`src/rtl/gon_pkg.sv`:
```
// ----------------------------------------------------------------------------
// gon_pkg
//   Shared GON bus parameters used by every block that sits on the GON
//   X-bus. Blocks take their bus widths and default buffer depth from here
//   instead of redefining them locally.
// ----------------------------------------------------------------------------
package gon_pkg;

  // Width of a word on the GON value bus.
  localparam int GON_VALUE_LEN = 32;

  // Width of the multicast tag/ID field on the GON bus.
  localparam int GON_ID_LEN    = 4;

  // Default entry count of a PE input buffer (power of two, >= 2).
  localparam int GON_BUF_DEPTH = 4;

endpackage : gon_pkg

```
`src/rtl/gon_fifo_mem.sv`:
```
// ----------------------------------------------------------------------------
// gon_fifo_mem
//   DEPTH x VALUE_LEN register array. It has one synchronous write port and
//   one combinational read port, so a word written at an edge can be read in
//   the following cycle with no added stage.
//
// Ports
//   clk        in   system clock
//   wr_en_i    in   write strobe
//   wr_addr_i  in   write address
//   wr_data_i  in   write data
//   rd_addr_i  in   read address
//   rd_data_o  out  data at rd_addr_i (combinational)
// ----------------------------------------------------------------------------
module gon_fifo_mem
  import gon_pkg::*;
#(
  parameter int VALUE_LEN = GON_VALUE_LEN,
  parameter int DEPTH     = GON_BUF_DEPTH,
  parameter int ADDR_W    = $clog2(DEPTH)
) (
  input  logic                 clk,
  input  logic                 wr_en_i,
  input  logic [ADDR_W-1:0]    wr_addr_i,
  input  logic [VALUE_LEN-1:0] wr_data_i,
  input  logic [ADDR_W-1:0]    rd_addr_i,
  output logic [VALUE_LEN-1:0] rd_data_o
);

  logic [VALUE_LEN-1:0] mem_q [DEPTH];

  // NOTE: the storage array has no reset. Stale entries are never visible,
  // because the pointers and count gate every read, and leaving the array
  // unreset keeps it a plain register file instead of DEPTH*VALUE_LEN
  // reset flops.
  always_ff @(posedge clk) begin
    if (wr_en_i) begin
      mem_q[wr_addr_i] <= wr_data_i;
    end
  end

  assign rd_data_o = mem_q[rd_addr_i];

endmodule : gon_fifo_mem

```
`src/rtl/gon_pe_input_buffer.sv`:
```
// ----------------------------------------------------------------------------
// gon_pe_input_buffer
//   Receive-side FWFT buffer that sits behind a GON X-bus multicast
//   controller. There is one instance per PE input port. The controller
//   writes a word with gon_enable, and this block advertises free space back
//   with gon_ready. The PE pops the head word with a valid/ready handshake.
//   A write attempted while the buffer is full is dropped and sets a sticky
//   overflow flag.
//
// Ports
//   clk         in   system clock
//   rst         in   synchronous reset, active-low
//   flush       in   synchronous drain; clears pointers, count, overflow
//   gon_enable  in   write strobe from the controller
//   gon_value   in   write data from the controller
//   gon_ready   out  space available (registered state and rst only)
//   pe_valid    out  head entry valid
//   pe_ready    in   PE consumes the head entry
//   pe_data     out  head entry, 0 when empty
//   count       out  occupancy, 0..DEPTH
//   overflow    out  sticky: a write was attempted while full
// ----------------------------------------------------------------------------
module gon_pe_input_buffer
  import gon_pkg::*;
#(
  parameter int VALUE_LEN = GON_VALUE_LEN,
  parameter int DEPTH     = GON_BUF_DEPTH
) (
  input  logic                   clk,
  input  logic                   rst,
  input  logic                   flush,
  input  logic                   gon_enable,
  input  logic [VALUE_LEN-1:0]   gon_value,
  output logic                   gon_ready,
  output logic                   pe_valid,
  input  logic                   pe_ready,
  output logic [VALUE_LEN-1:0]   pe_data,
  output logic [$clog2(DEPTH):0] count,
  output logic                   overflow
);

  localparam int ADDR    = $clog2(DEPTH);
  localparam int CNT_LEN = ADDR + 1;

  logic [ADDR-1:0]      wr_ptr_q, wr_ptr_d;
  logic [ADDR-1:0]      rd_ptr_q, rd_ptr_d;
  logic [CNT_LEN-1:0]   count_q,  count_d;
  logic                 overflow_q, overflow_d;
  logic                 full;
  logic                 push;
  logic                 pop;
  logic [VALUE_LEN-1:0] rd_data;

  // Handshake terms come from registered state only. gon_ready has no path
  // from gon_enable or pe_ready.
  assign full      = (count_q == CNT_LEN'(DEPTH));
  assign gon_ready = rst & ~full;
  assign pe_valid  = (count_q != '0);
  assign push      = gon_enable & gon_ready;
  assign pop       = pe_valid & pe_ready;

  // NOTE: every signal driven in this block gets a default first. A path
  // that leaves a signal unassigned would otherwise infer a latch.
  always_comb begin
    wr_ptr_d   = wr_ptr_q;
    rd_ptr_d   = rd_ptr_q;
    count_d    = count_q;
    overflow_d = overflow_q;

    if (flush) begin
      // Flush wins over a same-cycle push or pop. The push is discarded
      // and cannot set overflow.
      wr_ptr_d   = '0;
      rd_ptr_d   = '0;
      count_d    = '0;
      overflow_d = 1'b0;
    end else begin
      if (push) wr_ptr_d = wr_ptr_q + ADDR'(1);
      if (pop)  rd_ptr_d = rd_ptr_q + ADDR'(1);
      case ({push, pop})
        2'b10:   count_d = count_q + CNT_LEN'(1);
        2'b01:   count_d = count_q - CNT_LEN'(1);
        default: count_d = count_q;
      endcase
      // A write attempted while full is dropped. A pop in the same cycle
      // still frees one slot.
      if (gon_enable && full) overflow_d = 1'b1;
    end
  end

  // NOTE: sequential state uses non-blocking assignments only. Every flop
  // then samples its pre-edge value, whatever order the blocks evaluate in.
  always_ff @(posedge clk) begin
    if (!rst) begin
      wr_ptr_q   <= '0;
      rd_ptr_q   <= '0;
      count_q    <= '0;
      overflow_q <= 1'b0;
    end else begin
      wr_ptr_q   <= wr_ptr_d;
      rd_ptr_q   <= rd_ptr_d;
      count_q    <= count_d;
      overflow_q <= overflow_d;
    end
  end

  gon_fifo_mem #(
    .VALUE_LEN (VALUE_LEN),
    .DEPTH     (DEPTH)
  ) u_mem (
    .clk       (clk),
    .wr_en_i   (push & ~flush),
    .wr_addr_i (wr_ptr_q),
    .wr_data_i (gon_value),
    .rd_addr_i (rd_ptr_q),
    .rd_data_o (rd_data)
  );

  assign pe_data  = pe_valid ? rd_data : '0;
  assign count    = count_q;
  assign overflow = overflow_q;

endmodule : gon_pe_input_buffer
```
`config.mk`:
```
export PLATFORM = sky130hd
export DESIGN_NAME = gon_pe_input_buffer
export DESIGN_NICKNAME = d
export VERILOG_FILES = /design/src/rtl/gon_pkg.sv /design/src/rtl/gon_fifo_mem.sv /design/src/rtl/gon_pe_input_buffer.sv
export SDC_FILE = /design/constraint.sdc
export NUM_CORES = 1
export LEC_CHECK = 0
export BUFFER_PORTS_ARGS = -buffer_cell sky130_fd_sc_hd__buf_4
export CORE_UTILIZATION = 51
export CTS_CLUSTER_SIZE = 30
export DETAILED_ROUTE_END_ITERATION = 7
export GPL_ROUTABILITY_DRIVEN = 0
export PLACE_DENSITY = 0.75
export SLEW_MARGIN = 10
export SYNTH_ARGS = -nofsm -noshare
export SYNTH_HDL_FRONTEND = slang
export SYNTH_HIERARCHICAL = 1
export SYNTH_SLANG_ARGS = --single-unit
```
`constraint.sdc`:
```
create_clock -name clk -period 8.93 [get_ports clk]
set_input_delay 0.893 -clock clk [delete_from_list [all_inputs] [get_ports clk]]
set_output_delay 0.893 -clock clk [all_outputs]
set_load 0.005 [all_outputs]
```
After elaboration in Yosys (flattened, before gate mapping)
Memory sizes are Yosys's and may differ from the RTL's. A register that Yosys moved wholly into a read port is not among the register bits. Cells that the tools add are included.

Add/sub/neg operators: 4. Equality and inequality tests: 3. Muxes and demuxes: 6. Bitwise gates (word level): 7. Reduce and logical (&&, ||, !) cells: 4.

Operators with widths (count): 2-to-1 mux 32 bit (1); one-hot mux 3 bit (2 select lines) (1); adder 2 x 1 -> 2 bit, second input constant (2); AND 1 bit (4); 2-to-1 mux 2 bit (2); adder 3 x 1 -> 3 bit, second input constant (1); == test 3 bit, second input constant (1); inverter 1 bit (3); nonzero test 3 bit (1); subtractor 3 x 1 -> 3 bit, second input constant (1); == test 2 x 1 -> 1 bit, second input constant (1); == test 2 bit, second input constant (1); 2-to-1 mux 1 bit (2); nonzero test 2 bit (1); OR reduction 2 bit (1); logical AND 1 bit (1).

Register bits: 8. RAM bits: 128. Output and inout bits: 38. Logic and storage cells: 29. Memories: 1.

Memories: u_mem.mem_q (words 4, bits a word 32, read ports 1, clocked after Yosys merged registers in 1, write ports 1, RTL line gon_fifo_mem.sv:30) `logic [VALUE_LEN-1:0] mem_q [DEPTH];`.

Longest topological paths before layout
Gate-level depths: netlist of run 1.

Word-level depth: 7. Gate-level depth with buffers: 8. Gate-level depth less buffers: 8.

Cells and area by module
The synthesis of run 1 kept the hierarchy.

Modules (own cells, without submodules): gon_fifo_mem (times used 1, cells an instance 171, area an instance 4689.5 um2); gon_pe_input_buffer (times used 1, cells an instance 84, area an instance 625.6 um2).

Worst setup path before layout of run 1
Ideal clock, no wire load.

Kind: input to register. Start point: input gon_enable. End point: memory u_mem/mem_q[0][0] in the netlist's numbering, enable pin. Setup time: 468 ps. Arrival time: 3785 ps. Required time: 8462 ps. Setup slack: 4677 ps. Stages: 4. Cell sequence: nand2_1 or2_2 nor2_1 nor3b_1.

Longest elaborated chain between the ends: 4.

Ends and longest elaborated chain: start, declared (RTL line gon_pe_input_buffer.sv:32) `input logic gon_enable,`; AND 1 bit (RTL line gon_pe_input_buffer.sv:59) `assign push = gon_enable & gon_ready;`; AND 1 bit (RTL line gon_pe_input_buffer.sv:112) `.wr_en_i (push & ~flush),`; 2-to-1 mux 1 bit (RTL line gon_fifo_mem.sv:37) `if (wr_en_i) begin`; 2-to-1 mux 1 bit (not written as such) (RTL line gon_fifo_mem.sv:38) `mem_q[wr_addr_i] <= wr_data_i;`; end, declared (RTL line gon_fifo_mem.sv:30).

Every way passes these cells.

==> flow_summary.toml, run 1 <==
[synthesis]
synthFlopType = "edfxtp_1"
synth_edf_count = 128
synthArstFlopShare_pct = 0
yosysTopAreaCellShare_pct = 72.3
syn_nets = 294
avgSynthCellArea_um2 = 20.8
yosys.area.top_type = "edfxtp_1"
synth_cell_type_count = 28
synth.area.top_cells = "edfxtp_1 72%, mux4_2 13%, nor2b_1 3.9%"
synth_seq_area_share_pct = 75.3
yosysMostFrequentCell = "edfxtp_1"
ys_top_cells_by_count = "128 x edfxtp_1, 33 x nor2b_1, 30 x mux4_2"
syn_inst = 255
netlist_area_mm2 = 0.00532
ys_warn_count = 6
ys_seq_elements = 136

[timing]
period_minus_slack_ps = 3330
rsz0062_at_grt = "no"
worstMarginPinSlew_ps = 894
drv_slew = 0
final.period_utilization_pct = 37.3
hold_viol_final = 0
tns_ps = 0
relSlewSlack_pct = 40.4
finClkSkew_ps = 10.1
max_freq_mhz = 300
whs_ps = 469
setup_viol = 0

[setup_path]
crit_required_ps = 8040
reg2reg_from = "count[0]"
critPathCaptureType = "output pin"
path_max_fanout = 29
r2r_cells = 9
worstPathCellList = "buf_4 > mux4_1 > nor2b_1 > buf_4"
startpoint = "rd_ptr_q[0]"
crit_top_cell = "buf_4"
max_stage_delay_ps = 640
r2r_end = "count[2]"
start_kind = "flip-flop"
slowest_stage = "mux4_1"
path_delay_family = "buffers and inverters"
cp.arrival_ps = 2440
r2r_setup_slack_ps = 6600
crit_type = "flip-flop to output pin"
critPathBufInv = 2

[placed_design]
dp_cells = 454
hpwl_mm = 4.98
io_buffers = 74

[die]
die_area_mm2 = 0.0108
ios = 75
initial_core_util_pct = 53.4
fp.dieW_um = 104
core_mm2 = 0.00995
die_h_um = 104
num_rows = 36

[min_path]
min_path_type = "flip-flop to flip-flop"
hold_depth = 2
min_from = "overflow"
hold_path_end = "overflow"

[routing]
drc = 0
vias_per_cell = 5.40
met3WireLength_um = 341
drt_iter0_drc = 114
highest_layer = "met4"
drt_first_pass_iters = 6
vias = 2615
ant_nets = 0
totalWireLength_mm = 8.77
dr_wl_met2_mm = 4.52
wl_per_cell_um = 18.1
m1WireLength_mm = 3.83

[clocking]
clock_latency_ps = 500
cts_sinks = 136
tritoncts = "yes"
cts-hold-fix-buffers = 0
cts_buffers = 17
clkTransAtPathRegs_ps = 60
cts_resized = 0
clockBufferDepth = 2
htree_levels = 4
postCtsSetupBuffers = 0
cts_root_buffer = "clkbuf_8"

[outcome]
status = "completed"

[cells_and_area]
fin_util_pct = 65.7
fin_nets = 379
multi_input_area_mm2 = 0.00120
drive_gt1_share_pct = 41.6
register_area_mm2 = 0.00401
diodes = 0
syn2layout_area_growth_pct = 23.1
fin_cells = 484
nFillCells = 649

[global_routing]
antenna_found_initial = 0
grt_pass1_vias = 2745
grt.total_usage_pct = 17.6
grt_pass1_wl_mm = 13.8
grt_max_degree = 38
grt-ovfl-total = 0

[run]
drv_cap = 0

[power_and_ir_drop]
powerDensity_mw_per_mm2 = 218
vdd.ir_drop.worst_mv = 0.219
leakage_nw = 2.21
==> routing by layer <==
metal,up-vias,track usage [%]
li1,1187,-
met1,1356,21.0
met2,64,30.7
met3,8,5.08
met4,0,5.61
met5,-,0
==> kinds of logic (layout without fill, tap and decap cells) <==
family	after synthesis	in the layout	share of synthesized area [%]
simple gates	57	57	6.71
compound gates	11	11	1.04
mux	32	32	13.7
buf+inv	15	111	2.28
flops	136	136	75.3
xor+xnor	2	2	0.330
fa+ha+maj	2	2	0.612
==> area by class of cell <==
| class | instances | share of cell area, % |
|---|---|---|
| Multi-Input combinational cell | 104 | 18.4 |
| Inverter | 4 | 0.230 |
| Tap cell | 133 | 2.54 |
| Clock buffer | 17 | 6.33 |
| Sequential cell | 136 | 61.2 |
| Timing Repair Buffer | 77 | 8.84 |
| Clock inverter | 13 | 2.39 |
==> worst register-to-register path, stage by stage (launching register included) <==
cell,delay [ps]
dfxtp_1,470
nor3_4,70
buf_4,270
and2b_1,270
ha_1,170
inv_1,60
fa_1,370
xor2_1,160
or3_1,300
a21oi_1,140
==> per-stage QoR <==
step           power, mW  instance area [um2]  setup WS (ps)
4_1_cts             1.44                 6540           5510
3_3_place_gp       0.774                 5970           6070
3_5_place_dp       0.776                 5970           6070
6_report            1.42                 6540           5600
5_1_grt             1.47                 6540           5410
2_1_floorplan      0.743                 5320           4680
==> flip-flops by register name (all words and copies together) (netlist names) <==
| signal | flops |
|---|---|
| count | 3 |
| wr_ptr_q | 2 |
| overflow | 1 |
| u_mem/mem_q | 128 |
| rd_ptr_q | 2 |
==> power by group <==
group / internal, mW / switching (mW)
clock network: 0.420 / 0.243
registers: 0.704 / 0.00249
logic: 0.0300 / 0.0252
total: 1.15 / 0.270
==> cells in the final DEF, fill, tap and decap left out <==
cell type,Yosys,layout
dfxtp_2,0,2
nand2b_1,1,1
buf_4,0,77
ha_1,1,1
a21oi_1,6,6
nand2_1,4,4
mux4_2,30,30
or4b_1,1,1
edfxtp_1,128,128
o21ai_0,4,4
clkinv_2,0,4
nor3b_2,1,2
and3_2,0,1
nor2b_1,33,33
dfxtp_1,8,6
inv_6,0,1
and2b_1,2,2
and3b_2,0,2
xor2_1,2,2
clkinvlp_4,0,5
mux4_1,2,2
nor3_4,0,1
nor2_1,5,5
bufinv_16,0,3
or3_1,4,4
fa_1,1,1
inv_1,4,4
or2_2,1,1
clkbuf_8,0,1
clkbuf_16,0,16
o21ai_1,1,1
==> how the worst max path moves through the flow <==
stage          cells after the start                end  slack, ps
6_report                           4         pe_data[0]       5600
5_1_grt                            4         pe_data[0]       5410
4_1_cts                            4         pe_data[0]       5510
3_5_place_dp                       4         pe_data[0]       6070
3_3_place_gp                       4         pe_data[0]       6070
2_1_floorplan                      4  u_mem/mem_q[0][0]       4680
Note: power is estimated with default switching activity, not from simulation.
==> run 2: changes to the inputs <==
- PLACE_DENSITY: 0.75 -> 0.78
- clock period: 8.93 -> 2.8 ns (I/O delays scaled with it)
==> run 2 against run 1 <==
  * Setup slack got worse by 5300 ps
  * Via count up 5.8%
  * Hold slack lost 440 ps
==> flow_summary.toml, run 2 (same netlist as run 1, synthesis figures left out) <==
[timing]
worst_slack_ps = 283
hold_viol_final = 0
tns_ps = 0
final.period_utilization_pct = 89.9
max_freq_mhz = 397
worstMarginPinSlew_ps = 556
period_minus_slack_ps = 2520
rsz0062_at_grt = "no"
relSlewSlack_pct = 63.0
setup_viol = 0
drv_slew = 0
finClkSkew_ps = 7.15

[setup_path]
r2r_end = "count[2]"
r2r_setup_slack_ps = 500
crit_required_ps = 2520
start_kind = "flip-flop"
slowest_stage = "dfxtp_4"
crit_type = "flip-flop to output pin"
path_max_fanout = 18
critPathCaptureType = "output pin"
worstPathCellList = "buf_4 > mux4_2 > nor2b_1 > buf_4"
cp.arrival_ps = 2240
reg2reg_from = "count[2]"
r2r_cells = 8
max_stage_delay_ps = 560
crit_top_cell = "buf_4"

[power_and_ir_drop]
powerDensity_mw_per_mm2 = 666
combPwrFrac_pct = 4.6
switchingPower_uw = 915
leakage_nw = 2.40
swShare_pct = 19.7
power.internal_mw = 3.73
clkPwrFrac_pct = 46.9
vdd.ir_drop.worst_mv = 0.492
pwr-share-seq_pct = 48.5

[cells_and_area]
finalInstanceArea_mm2 = 0.00698
final_common_cell = "edfxtp_1"
drive_gt1_share_pct = 39.1
diodes = 0
regMostFlops = "u_mem/mem_q"
syn2layout_area_growth_pct = 31.3
fin_nets = 418
final_cell_mix = "128 x edfxtp_1, 81 x buf_4, 33 x nor2b_1"
largest_reg_flops = 128

[outcome]
status = "completed"

[die]
die_h_um = 104
initial_core_util_pct = 53.4
die_area_mm2 = 0.0108
num_rows = 36
ios = 75
fp.dieW_um = 104
core_mm2 = 0.00995

[routing]
drc = 0
wl_per_cell_um = 18.1
totalWireLength_mm = 9.47
vias = 2767
drt_iter0_drc = 134
drt_first_pass_iters = 4
ant_nets = 0
vias_per_cell = 5.28

[global_routing]
grt_pass1_vias = 2925
grt-ovfl-total = 0
grt_pass1_wl_mm = 15.0
antenna_found_initial = 0
grt.total_usage_pct = 18.8
grt_max_degree = 37

[min_path]
min_from = "gon_enable"
hold_depth = 3
hold_path_end = "overflow"
min_path_type = "primary input to flip-flop"

[run]
drv_cap = 0

[placed_design]
dpl_worst_slack_ps = 524
hpwl_mm = 5.43
io_buffers = 74
placed_area_mm2 = 0.00607

[clocking]
clkTransAtPathRegs_ps = 60
cts_sinks = 136
clockBufferDepth = 2
htree_levels = 4
cts_root_buffer = "clkbuf_8"
cts_buffers = 17
tritoncts = "yes"
clock_latency_ps = 510
postCtsSetupBuffers = 0
run 2: worst max-delay path by stage:
stage / from / cells after the start / slack (ps) / to
after detailed placement: count[2] / 8 / 520 / count[2]
after global placement: count[2] / 8 / 560 / count[2]
after CTS: rd_ptr_q[0] / 4 / 5 / pe_data[30]
after floorplan: count[0] / 4 / 100 / u_mem/mem_q[0][0]
after global routing: rd_ptr_q[0] / 4 / 170 / pe_data[9]
final: rd_ptr_q[0] / 4 / 280 / pe_data[6]
run 2: repair_timing:
item                       in CTS  in global routing
hold buffers                   32                  0
hold endpoints to repair      128                  0
setup endpoints to repair       0                 16
resized for setup               0                  1
run 2: power groups by stage:
stage | registers, mW | logic (mW) | clock network [mW]
2_1_floorplan | 2.29 | 0.0765 | 0
6_report | 2.25 | 0.215 | 2.18
4_1_cts | 2.25 | 0.217 | 2.21
5_1_grt | 2.25 | 0.233 | 2.29
3_5_place_dp | 2.30 | 0.179 | 0
3_3_place_gp | 2.30 | 0.175 | 0
run 2: area by class of cell:
type	instances	area (um2)
sequential	136	4010
fill	612	2970
multi-input combinational	104	1210
timing repair buffer	116	988
clock buffer	18	418
clock inverter	13	173
tap	133	166
inverter	4	15.0
run 2: through the flow:
step | hold WS, ps | utilization [%] | instances | power (mW)
floorplan | 379 | - | 255 | 2.37
finish | 28.9 | 70.1 | 524 | 4.65
detailed placement | 464 | 60.9 | 461 | 2.48
CTS | 10.9 | 70.1 | 524 | 4.68
global route | 24.6 | 70.1 | 524 | 4.78
global placement | 463 | 60.9 | 461 | 2.47
run 2: metal layers:
layer,share of wire (%),global-route usage (%)
met1,41,23.0
met2,53,32.2
met3,4.6,5.01
met4,1.2,7.14
met5,0,0
run 2: worst max-delay path, delay by kind of cell (launching register included):
family / cells / cell delay (ps)
buffers and inverters: 2 / 460
muxes: 1 / 540
DFF: 1 / 560
and+or+nand+nor: 1 / 160
==> run 3: changes to the inputs <==
==> constraint.sdc (replaced) <==
create_clock -name clk -period 2.8 [get_ports clk]
set_input_delay 0.42 -clock clk [delete_from_list [all_inputs] [get_ports clk]]
set_output_delay 0.42 -clock clk [all_outputs]
set_load 0.005 [all_outputs]
==> run 3 against run 2 <==
  * Sequential power barely moved
  * First-iteration DRC count is 12% lower
  * Hold slack improved by 89 ps
  * Critical path depth unchanged
  * Power is 0.99% lower
  * Final cell count down 5.9%
  * Critical endpoint is now pe_data[27]
  * Design area is 4.6% lower
  * Via count decreased by 3.5%
  * Non-clock buffer count fell by 32
==> flow_summary.toml, run 3 (same netlist as run 1, synthesis figures left out) <==
[setup_path]
endpoint = "pe_data[27]"
crit_top_cell = "buf_4"
r2r_setup_slack_ps = 550
r2r_end = "u_mem/mem_q[3][28]"
critPathCaptureType = "output pin"
max_stage_delay_ps = 580
start_kind = "flip-flop"
slowest_stage = "dfxtp_4"
cp.arrival_ps = 2210
crit_type = "flip-flop to output pin"
worstPathCellList = "buf_4 > mux4_2 > nor2b_1 > buf_4"
r2r_cells = 6
path_max_fanout = 19
startpoint = "rd_ptr_q[0]"
crit_required_ps = 2380
reg2reg_from = "count[0]"

[placed_design]
placed_area_mm2 = 0.00607
io_buffers = 74
dpl_worst_slack_ps = 452
hpwl_mm = 5.47
dp_cells = 461

[die]
initial_core_util_pct = 53.4
num_rows = 36
die_area_mm2 = 0.0108
die_h_um = 104
fp.dieW_um = 104
core_mm2 = 0.00995
ios = 75

[timing]
max_freq_mhz = 380
period_minus_slack_ps = 2630
setup_viol = 0
final.period_utilization_pct = 94.0
finClkSkew_ps = 5.09
worst_slack_ps = 167
drv_slew = 0
rsz0062_at_grt = "no"
hold_viol_final = 0
relSlewSlack_pct = 72.2
worstMarginPinSlew_ps = 417
tns_ps = 0

[min_path]
min_path_type = "primary input to flip-flop"

[clocking]
clockBufferDepth = 2
clock_latency_ps = 500
tritoncts = "yes"
cts_buffers = 17
cts_root_buffer = "clkbuf_8"
cts-hold-fix-buffers = 0
cts_sinks = 136
cts_resized = 1
clkTransAtPathRegs_ps = 60
htree_levels = 4
postCtsSetupBuffers = 0

[power_and_ir_drop]
powerDensity_mw_per_mm2 = 691
vdd.ir_drop.worst_mv = 0.453
leakage_nw = 2.28

[global_routing]
grt-ovfl-total = 0
antenna_found_initial = 0
grt_pass1_vias = 2697
grt.total_usage_pct = 18.1
grt_pass1_wl_mm = 14.3
grt_max_degree = 37

[outcome]
status = "completed"

[cells_and_area]
fin_util_pct = 66.9
regMostFlops = "u_mem/mem_q"
final_cell_mix = "128 x edfxtp_1, 81 x buf_4, 33 x nor2b_1"
largest_reg_flops = 128
fin_nets = 386
multi_input_area_mm2 = 0.00121
syn2layout_area_growth_pct = 25.3
fin_cells = 493
final_common_cell = "edfxtp_1"
nFillCells = 634
diodes = 0
drive_gt1_share_pct = 42.8
register_area_mm2 = 0.00401
finalInstanceArea_mm2 = 0.00666

[routing]
wl_per_cell_um = 18.6
drc = 0
drt_first_pass_iters = 4
vias = 2671
totalWireLength_mm = 9.15
vias_per_cell = 5.42
drt_iter0_drc = 118
ant_nets = 0

[run]
drv_cap = 0
==> run 3: how the worst min path moves through the flow <==
stage                     depth (start not counted)                end  slack [ps]    startpoint
after global routing                              1  u_mem/mem_q[1][2]          90  gon_value[2]
after detailed placement                          2           overflow         460      overflow
final                                             1  u_mem/mem_q[1][6]         120  gon_value[6]
after floorplan                                   2           overflow         460      overflow
after CTS                                         1  u_mem/mem_q[1][2]          90  gon_value[2]
after global placement                            2           overflow         460      overflow
==> run 3: worst max-delay path, delay by kind of cell (launching register included) <==
kind                   cells  cell delay (ps)
AND/OR/NAND/NOR            1              150
multiplexers               1              540
buffers and inverters      2              440
flip-flops                 1              580
==> run 3: per-layer routing <==
metal,vias to the layer above,share of wire [%],global-route usage (%)
li1,1205,-,-
met1,1378,41,22.0
met2,82,53,30.4
met3,6,5.4,5.64
met4,0,0.67,7.04
met5,-,0,0
==> run 3: final cells by class <==
class                           instances  share of cell area, %
Clock buffer                           18                   6.28
Clock inverter                         14                   2.56
Inverter                                4                  0.226
Multi-Input combinational cell        104                   18.2
Sequential cell                       136                   60.2
Tap cell                              133                   2.50
Timing Repair Buffer                   84                   10.0
==> run 3: through the flow <==
stage / hold slack, ps / power, mW
6_report: 118 / 4.60
5_1_grt: 87.0 / 4.74
4_1_cts: 90.9 / 4.65
3_5_place_dp: 458 / 2.48
3_3_place_gp: 461 / 2.47
2_1_floorplan: 460 / 2.37
==> run 3: power breakdown <==
part | switching (mW) | leakage, nW | total [mW] | internal [mW]
clock | 0.807 | 0.290 | 2.17 | 1.36
sequential | 0.0102 | 1.22 | 2.25 | 2.24
combinational | 0.0806 | 0.768 | 0.178 | 0.0979
